## src/rtl/lab3_keypad_pkg.sv

```systemverilog
// Shared types, key map and small helpers for the lab 3 keypad scanner.
package lab3_keypad_pkg;

  // Scanner FSM states.
  typedef enum logic [2:0] {
    SCAN        = 3'd0,
    DEB_PRESS   = 3'd1,
    EMIT        = 3'd2,
    HOLD        = 3'd3,
    DEB_RELEASE = 3'd4
  } state_t;

  // Hex code of each key, indexed [row][col].
  localparam logic [3:0] KEYMAP [4][4] = '{
    '{4'h1, 4'h2, 4'h3, 4'hA},
    '{4'h4, 4'h5, 4'h6, 4'hB},
    '{4'h7, 4'h8, 4'h9, 4'hC},
    '{4'hE, 4'h0, 4'hF, 4'hD}
  };

  // Number of low (active) bits in an active-low row vector.
  function automatic logic [2:0] one_cold_count(input logic [3:0] v);
    logic [2:0] n;
    n = 3'd0;
    for (int i = 0; i < 4; i++) begin
      if (!v[i]) begin
        n = n + 3'd1;
      end else begin
        n = n;
      end
    end
    return n;
  endfunction

  // Index of the lowest low bit; only meaningful when exactly one bit is low.
  function automatic logic [1:0] low_index(input logic [3:0] v);
    logic [1:0] idx;
    idx = 2'd0;
    for (int i = 3; i >= 0; i--) begin
      if (!v[i]) begin
        idx = 2'(i);
      end else begin
        idx = idx;
      end
    end
    return idx;
  endfunction

  // One-cold column drive pattern for a column index.
  function automatic logic [3:0] col_drive(input logic [1:0] c);
    return ~(4'b0001 << c);
  endfunction

endpackage

```

## src/rtl/lab3_sync.sv

```systemverilog
// Parameterized-width two-flop synchronizer with async active-low reset.
module lab3_sync #(
  parameter int WIDTH = 4
) (
  input  logic             clk,
  input  logic             reset,
  input  logic [WIDTH-1:0] d,
  output logic [WIDTH-1:0] q
);

  logic [WIDTH-1:0] meta_r;
  logic [WIDTH-1:0] sync_r;

  // Two-stage capture of the asynchronous input; both stages clear on reset.
  always_ff @(posedge clk or negedge reset) begin
    if (!reset) begin
      meta_r <= {WIDTH{1'b0}};
      sync_r <= {WIDTH{1'b0}};
    end else begin
      meta_r <= d;
      sync_r <= meta_r;
    end
  end

  assign q = sync_r;

endmodule

```

## src/rtl/lab3_keypad_scan.sv

```systemverilog
// 4x4 matrix keypad scanner: column scan, press/release debounce and a
// single-cycle strobe carrying the hex code of each accepted key.
module lab3_keypad_scan
  import lab3_keypad_pkg::*;
#(
  parameter int SETTLE_CYCLES   = 1000,
  parameter int DEBOUNCE_CYCLES = 240000
) (
  input  logic       clk,
  input  logic       reset,
  input  logic [3:0] rows,
  output logic [3:0] cols,
  output logic [3:0] key_code,
  output logic       key_valid
);

  localparam int MAX_CYC = (SETTLE_CYCLES > DEBOUNCE_CYCLES) ? SETTLE_CYCLES : DEBOUNCE_CYCLES;
  localparam int CNT_W   = (MAX_CYC > 2) ? $clog2(MAX_CYC) : 1;
  localparam logic [CNT_W-1:0] SETTLE_LAST = CNT_W'(SETTLE_CYCLES - 1);
  localparam logic [CNT_W-1:0] DEB_LAST    = CNT_W'(DEBOUNCE_CYCLES - 1);
  localparam logic [CNT_W-1:0] CNT_ZERO    = CNT_W'(0);
  localparam logic [CNT_W-1:0] CNT_ONE     = CNT_W'(1);

  logic [3:0]       rows_s;
  state_t           state_r,   state_s;
  logic [CNT_W-1:0] cnt_r,     cnt_s;
  logic [1:0]       col_r,     col_s;
  logic [1:0]       row_sel_r, row_sel_s;
  logic             row_bit_s;
  logic [3:0]       cols_r;
  logic [3:0]       key_code_r;
  logic             key_valid_r;

  lab3_sync #(.WIDTH(4)) u_rows_sync (
    .clk   (clk),
    .reset (reset),
    .d     (rows),
    .q     (rows_s)
  );

  // Level of the locked row; only this row matters once a key is latched.
  assign row_bit_s = rows_s[row_sel_r];

  // Next-state logic for the FSM, the shared counter and the column/row latches.
  always_comb begin
    state_s   = state_r;
    cnt_s     = cnt_r;
    col_s     = col_r;
    row_sel_s = row_sel_r;
    case (state_r)
      SCAN: begin
        if (cnt_r == SETTLE_LAST) begin
          cnt_s = CNT_ZERO;
          if (one_cold_count(rows_s) == 3'd1) begin
            row_sel_s = low_index(rows_s);
            state_s   = DEB_PRESS;
          end else begin
            col_s = col_r + 2'd1;
          end
        end else begin
          cnt_s = cnt_r + CNT_ONE;
        end
      end
      DEB_PRESS: begin
        if (row_bit_s) begin
          state_s = SCAN;
          col_s   = col_r + 2'd1;
          cnt_s   = CNT_ZERO;
        end else if (cnt_r == DEB_LAST) begin
          state_s = EMIT;
          cnt_s   = CNT_ZERO;
        end else begin
          cnt_s = cnt_r + CNT_ONE;
        end
      end
      EMIT: begin
        state_s = HOLD;
        cnt_s   = CNT_ZERO;
      end
      HOLD: begin
        if (row_bit_s) begin
          state_s = DEB_RELEASE;
          cnt_s   = CNT_ZERO;
        end else begin
          cnt_s = CNT_ZERO;
        end
      end
      DEB_RELEASE: begin
        if (!row_bit_s) begin
          state_s = HOLD;
          cnt_s   = CNT_ZERO;
        end else if (cnt_r == DEB_LAST) begin
          state_s = SCAN;
          col_s   = col_r + 2'd1;
          cnt_s   = CNT_ZERO;
        end else begin
          cnt_s = cnt_r + CNT_ONE;
        end
      end
      default: begin
        state_s   = SCAN;
        cnt_s     = CNT_ZERO;
        col_s     = 2'd0;
        row_sel_s = 2'd0;
      end
    endcase
  end

  // FSM, counter and latch registers.
  always_ff @(posedge clk or negedge reset) begin
    if (!reset) begin
      state_r   <= SCAN;
      cnt_r     <= CNT_ZERO;
      col_r     <= 2'd0;
      row_sel_r <= 2'd0;
    end else begin
      state_r   <= state_s;
      cnt_r     <= cnt_s;
      col_r     <= col_s;
      row_sel_r <= row_sel_s;
    end
  end

  // Registered outputs: column drive, key code and the strobe aligned with EMIT.
  always_ff @(posedge clk or negedge reset) begin
    if (!reset) begin
      cols_r      <= 4'b1110;
      key_code_r  <= 4'b0000;
      key_valid_r <= 1'b0;
    end else begin
      cols_r      <= col_drive(col_s);
      key_valid_r <= (state_s == EMIT);
      if (state_s == EMIT) begin
        key_code_r <= KEYMAP[row_sel_r][col_r];
      end else begin
        key_code_r <= key_code_r;
      end
    end
  end

  assign cols      = cols_r;
  assign key_code  = key_code_r;
  assign key_valid = key_valid_r;

endmodule
```

## config.mk

```make
export PLATFORM = sky130hd
export DESIGN_NAME = lab3_keypad_scan
export DESIGN_NICKNAME = d
export VERILOG_FILES = /design/src/rtl/lab3_keypad_pkg.sv /design/src/rtl/lab3_sync.sv /design/src/rtl/lab3_keypad_scan.sv
export SDC_FILE = /design/constraint.sdc
export NUM_CORES = 1
export LEC_CHECK = 0
export ABC_AREA = 1
export ABC_CLOCK_PERIOD_IN_PS = 3950
export CAP_MARGIN = 40
export CORE_ASPECT_RATIO = 0.7
export CORE_MARGIN = 5
export CORE_UTILIZATION = 40
export CTS_CLUSTER_SIZE = 16
export DETAILED_ROUTE_END_ITERATION = 6
export HOLD_SLACK_MARGIN = 0.12
export PLACE_DENSITY = 0.54
export SLEW_MARGIN = 5
export SYNTH_ARGS = -nofsm -noshare
export SYNTH_HDL_FRONTEND = slang
export SYNTH_SLANG_ARGS = --single-unit
```

## constraint.sdc

```tcl
create_clock -name clk -period 3.95 [get_ports clk]
set_clock_uncertainty 0.1 [all_clocks]
set_input_delay 0.79 -clock clk [delete_from_list [all_inputs] [get_ports clk]]
set_output_delay 0.79 -clock clk [all_outputs]
set_load 0.05 [all_outputs]
```

## Yosys cells after proc, flatten, opt, wreduce, memory -nomap -nowiden

Index checks and enable logic that the tools add are counted.

| cells by class | value |
|---|---|
| shifts and indexed selects | 1 |
| add/sub/neg operators | 5 |
| reductions and logical operators | 4 |
| mux-type cells | 46 |
| equality and inequality tests | 10 |
| magnitude comparators | 3 |
| bitwise logic cells | 4 |

Operators by type and width:

| kind | count |
|---|---|
| two-way mux 18 bit | 4 |
| two-way mux 3 bit | 18 |
| one-hot mux 18 bit (3 select lines) | 1 |
| binary-select mux 16 bit (select 2 bit) | 1 |
| two-way mux 16 bit | 2 |
| two-way mux 2 bit | 11 |
| adder 18 x 1 -> 18 bit, second input constant | 1 |
| == test 18 x 10 -> 1 bit, second input constant | 1 |
| == test 18 bit, second input constant | 1 |
| one-hot mux 3 bit (5 select lines) | 1 |
| adder 3 x 1 -> 3 bit, second input constant | 3 |
| == test 3 x 2 -> 1 bit, second input constant | 3 |
| binary-select mux 4 bit (select 2 bit) | 1 |
| two-way mux 4 bit | 2 |
| one-hot mux 2 bit (4 select lines) | 1 |
| == test 3 x 1 -> 1 bit, second input constant | 2 |
| greater-or-equal comparator 3 bit, second input constant | 2 |
| inverter 2 -> 3 bit | 2 |
| inequality test 2 bit, second input constant | 2 |
| inverter 4 bit | 1 |
| one-hot mux 2 bit (2 select lines) | 1 |
| OR reduction 4 bit | 1 |
| left shift 1 x 2 -> 4 bit, first input constant | 1 |
| == test 3 bit, second input constant | 1 |
| 8 further kinds | 9 |

| word-level totals | value |
|---|---|
| word-level logic and storage cells | 82 |
| input bits | 6 |
| flip-flop bits (word level) | 42 |
| output and inout bits | 9 |

## Longest topological paths before layout

| logic depth | value |
|---|---|
| word-level depth | 21 |
| mapped depth | 17 |
| gate-level depth less buffers | 17 |

## Cells and area by module

Synthesis repeated with hierarchy kept, for this count alone.

| unflattened totals | value |
|---|---|
| cell total of the unflattened synthesis | 288 |
| area, all modules | 2,298.5 um^2 |

Modules (own cells, without submodules):

| module | cells an instance | times used | area each (um^2) | seq. area each (um^2) |
|---|---|---|---|---|
| lab3_keypad_scan | 280 | 1 | 2,098.3 | 854.6 |
| lab3_sync | 8 | 1 | 200.2 | 200.2 |

## Least setup slack after synthesis

OpenSTA, ideal clock, no wires.

| timing path | value |
|---|---|
| path kind | flip-flop to flip-flop |
| start | register u_rows_sync.sync_r[0], in the netlist u_rows_sync.q[0] |
| end | register cols_r[0], in the netlist cols[0] |
| data arrival time | 1.917 ns |
| period minus slack after synthesis | 2.135 ns |
| setup time | 0.118 ns |
| slack | 1.815 ns |
| buffers on the path | 0 |
| cell stages (with the launch flop) | 18 |
| cell sequence | dfrtp_1 -> inv_1 -> ha_1 -> inv_1 -> nand2_1 -> nand2_1 -> inv_1 -> ha_1 -> nor2_1 -> nand2_1 -> o21ai_1 -> nand2_1 -> nand2_1 -> nand2_1 -> nand2_1 -> nand2_1 -> nor2_2 -> nand2_1 |

| between the ends | value |
|---|---|
| longest elaborated chain between the ends | 21 |
| elaborated cells between the ends (all ways) | 25 |
| those cells by class | 3 x add/sub; 1 x eq/ne; 1 x shift; 19 x mux; 1 x bitwise |

RTL lines:

| what | line | text |
|---|---|---|
| from (decl) | lab3_sync.sv:12 | `logic [WIDTH-1:0] sync_r;` |
| from (signal assigned) | lab3_sync.sv:18 | `sync_r <= {WIDTH{1'b0}};` |
| from (signal assigned) | lab3_sync.sv:21 | `sync_r <= meta_r;` |
| two-way mux 1 bit | lab3_keypad_pkg.sv:26 | `if (!v[i]) begin` |
| two-way mux 3 bit | lab3_keypad_scan.sv:52 | `if (cnt_r == SETTLE_LAST) begin` |
| two-way mux 3 bit | lab3_keypad_scan.sv:50 | `case (state_r)` |
| adder 3 x 1 -> 3 bit | lab3_keypad_pkg.sv:27 | `n = n + 3'd1;` |
| two-way mux 3 bit | lab3_keypad_pkg.sv:26 |  |
| two-way mux 3 bit | lab3_keypad_scan.sv:52 |  |
| two-way mux 3 bit | lab3_keypad_scan.sv:50 |  |
| adder 3 x 1 -> 3 bit | lab3_keypad_pkg.sv:27 |  |
| [5 not listed] | n/a |  |
| two-way mux 3 bit | lab3_keypad_scan.sv:52 |  |
| two-way mux 3 bit | lab3_keypad_scan.sv:50 |  |
| == test 3 x 1 -> 1 bit | lab3_keypad_scan.sv:54 | `if (one_cold_count(rows_s) == 3'd1) begin` |
| two-way mux 2 bit | lab3_keypad_scan.sv:54 |  |
| two-way mux 2 bit | lab3_keypad_scan.sv:52 |  |
| one-hot mux 2 bit (4 select lines) * | lab3_keypad_scan.sv:50 |  |
| left shift 1 x 2 -> 4 bit * | lab3_keypad_pkg.sv:51 | `return ~(4'b0001 << c);` |
| inverter 4 bit * | lab3_keypad_pkg.sv:51 |  |
| to (signal assigned) | lab3_keypad_scan.sv:131 | `cols_r <= col_drive(col_s);` |
| to (decl) | lab3_keypad_scan.sv:30 | `logic [3:0] cols_r;` |

Mark *: on every way between the ends. The rest lies on a longest branch, timed or not. The select of a mux whose other input is x is not followed.
A chain may end at the register's enable or synchronous reset.

## Final worst setup path

| timing path | value |
|---|---|
| start | register cols_r[2], in the netlist cols[2] |
| end | output cols[2] |

RTL lines:

| what | line | text |
|---|---|---|
| to (decl) | lab3_keypad_scan.sv:12 | `output logic [3:0] cols,` |

No word-level cell between the ends.

==> run metrics <==
Worst Hold Path EP u_rows_sync.q[2]; Clk network pwr share 0.415; Worst Hold Class reg2reg; vias in the first global route ~1800; Critical Path AT 1.60 ns; Placed Cells 387; Total GRT Usage 0.1502; critical-path cell list clkdlybuf4s50_1; synthesis-to-layout area growth 14.36%; HPWL Detailed 3911 um; Pwr Density 299.1 nW/um^2; Buffers & Inverters on Critical Path 1; register area 1055 sq um; global-route wire length before repair between 8000 and 9000 um; Top delay family on crit path buffers and inverters; Leak Pwr 0.001283 uW; post-synth top area cell dfrtp_1; drc violations 0; initial antenna violation count 0; largest net degree at the start of global routing 27; kind of critical path reg2out; final non-filler cell total between 300 and 400; ANT cells 0; total power 807.6 uW; postcts setup bufs 0; clock latency on the worst-skew pair 0.29 ns; fin worst setup slack 1.458 ns; post-synthesis cell count 299; Worst slew margin 0.6650; Total Die Area 7564 sq um; #FFs+latches synth 42; Worst Reg2Reg Path Length in Cells 17; # H-tree levels 2; Inserted Clock Buffers 5; Critical Path Sink Type output port; most common cell after layout, fill and taps aside nand2_1; Reg clk slew, reported paths 0.08 ns; layout cell share with drive strength beyond 1 0.1563; f_max 401.4 MHz; core region area 5727 sq um; FILL cells 564; Max FO, Critical Path 1; slowest stage delay, CP roughly 0.8 ns; worst r2r src u_rows_sync.q[0]; Hold Path Cell Cnt 0; Syn Nets 309; peak supply drop 0.1914 mV; Buffers on Ports 14; # rows 23; WP data required 3.06 ns; status finished clean; synthesized cell area 2361 sq um; Die Ht around 74 um; Nets 329; vias 1935; minimum clock period 2.492 ns; max-cap viol count 0; TritonCTS clock tree done; Seq/Total Area, Yosys 0.4467; Avg WL per Cell 12.81 um; Max Root-Sink Buffers 2; post-detailed-route via-to-cell ratio around 4.9; RR Endpoint cols[0]; setup violators final 0; initial DRC count 157; post-route ant nets 0; Yosys Warn Count 0; Initial Util 0.4123; sw frac 0.2164; area of the multi-input gates around 1100 sq um; CTS resizes 0; flop-to-flop setup slack 1.58 ns; RSZ-0062 raised after global routing no; min-delay src u_rows_sync.meta_r[2]; Final TNS setup 0 ns; max-slew violation count 0; Synth area leaders dfrtp_1, nand2_1, nor2_1; Critical-path top delay cell clkdlybuf4s50_1; critical path startpoint category register; cell internal pwr 632.8 uW; # hold bufs at CTS 0; GRT overflow 0; worst slew pin tran 0.5010 ns; DP Worst Slack 1.591 ns; Logic pwr share 0.044; NetSw 174.8 uW; top-area cell type share of the netlist area 0.4134; Unique masters post-synth 35; Pre-antenna DRT Iters 4; CTS Sinks 42; Fin. Hold Viols 0; Post-Route Utilization 0.4715; Tcrit/Tclk final 0.6308; final RePlAce weighted congestion 0.8704; Synth Area per Inst slightly below 8 sq um; DRT Wirelength 5061 um; Seq pwr share 0.541; most frequent cells in the layout nand2_1, nor2_1, dfrtp_1; I/O pins 15; DIE WIDTH between 100 and 150 um; Clk Tree Root Cell clkbuf_8
==> worst max-delay path by stage <==
stage	startpoint	end	slack, ns	cells past startpoint
6_report	cols[2]	cols[2]	1.46	1
4_1_cts	cols[2]	cols[2]	1.44	1
2_1_floorplan	u_rows_sync.q[0]	cols[0]	1.81	17
3_5_place_dp	u_rows_sync.q[0]	cols[0]	1.59	17
5_1_grt	u_rows_sync.q[0]	cols[0]	1.24	17
3_3_place_gp	u_rows_sync.q[0]	cols[0]	1.66	17
==> sequential cells by signal (all words and copies together) (netlist names) <==
signal,count
cnt_r,18
col_r,2
cols,4
key_code,4
key_valid,1
row_sel_r,2
state_r,3
u_rows_sync.meta_r,4
u_rows_sync.q,4
==> per-layer routing <==
layer | share of wire | GRT usage | vias up
li1 | - | - | 1009
met1 | 0.58 | 0.2545 | 885
met2 | 0.37 | 0.1899 | 39
met3 | 0.046 | 0.03468 | 2
met4 | 0.0045 | 0.02475 | 0
met5 | 0 | 0 | -
==> stage by stage <==
stage                     hold slack, ns  area [sq um]
after global placement            0.2346          2571
after floorplan                   0.2312          2361
after CTS                         0.2582          2700
final                             0.2543          2700
after global routing              0.2661          2700
after detailed placement          0.2373          2591
==> cells in the mapped netlist, drive strengths merged <==
| library cell | count |
|---|---|
| nand3b | 1 |
| nand3 | 24 |
| nor4 | 1 |
| inv | 44 |
| dfrtp | 39 |
| xor2 | 4 |
| buf | 2 |
| mux2i | 1 |
| o21ai | 18 |
| a21oi | 8 |
| and3 | 1 |
| ha | 4 |
| o32ai | 3 |
| o211ai | 1 |
| nor2 | 51 |
| dfstp | 3 |
| or2 | 1 |
| o31ai | 1 |
| a221o | 1 |
| nand2 | 70 |
| nor3b | 2 |
| nand4 | 6 |
| nor3 | 11 |
| a31oi | 2 |
==> power by group through the flow <==
| stage | logic, uW | registers, uW | clock network, uW |
|---|---|---|---|
| after global routing | 41.6 | 438 | 368 |
| after CTS | 36.4 | 437 | 350 |
| after floorplan | 16.9 | 445 | 0 |
| after global placement | 33.0 | 446 | 0 |
| final | 35.3 | 437 | 335 |
| after detailed placement | 36.3 | 446 | 0 |
==> final cells by class <==
type	instances	share of cell area
inverters	44	0.06117
clock inverters	3	0.01483
clock buffers	5	0.02549
flip-flops and latches	42	0.3906
multi-input cells	211	0.4157
repair buffers	15	0.05746
well taps	75	0.03475
==> kinds of logic after synthesis <==
| group | share of synthesized area |
|---|---|
| xor gates and xnor gates | 0.01484 |
| muxes | 0.004240 |
| DFF | 0.4467 |
| adders and majority gates | 0.02120 |
| AOI/OAI and AO/OA | 0.08374 |
| and+or+nand+nor | 0.3513 |
| buffers and inverters | 0.07790 |
==> worst reg2reg max path: cells and delay by family (launching register included) <==
kind,cells,cell delay [ns]
AOI/OAI and AO/OA,1,0.12
buffers and inverters,3,0.17
adders and majority gates,2,0.60
and+or+nand+nor,11,0.86
DFF,1,0.41
(Power assumes the default switching activity.)
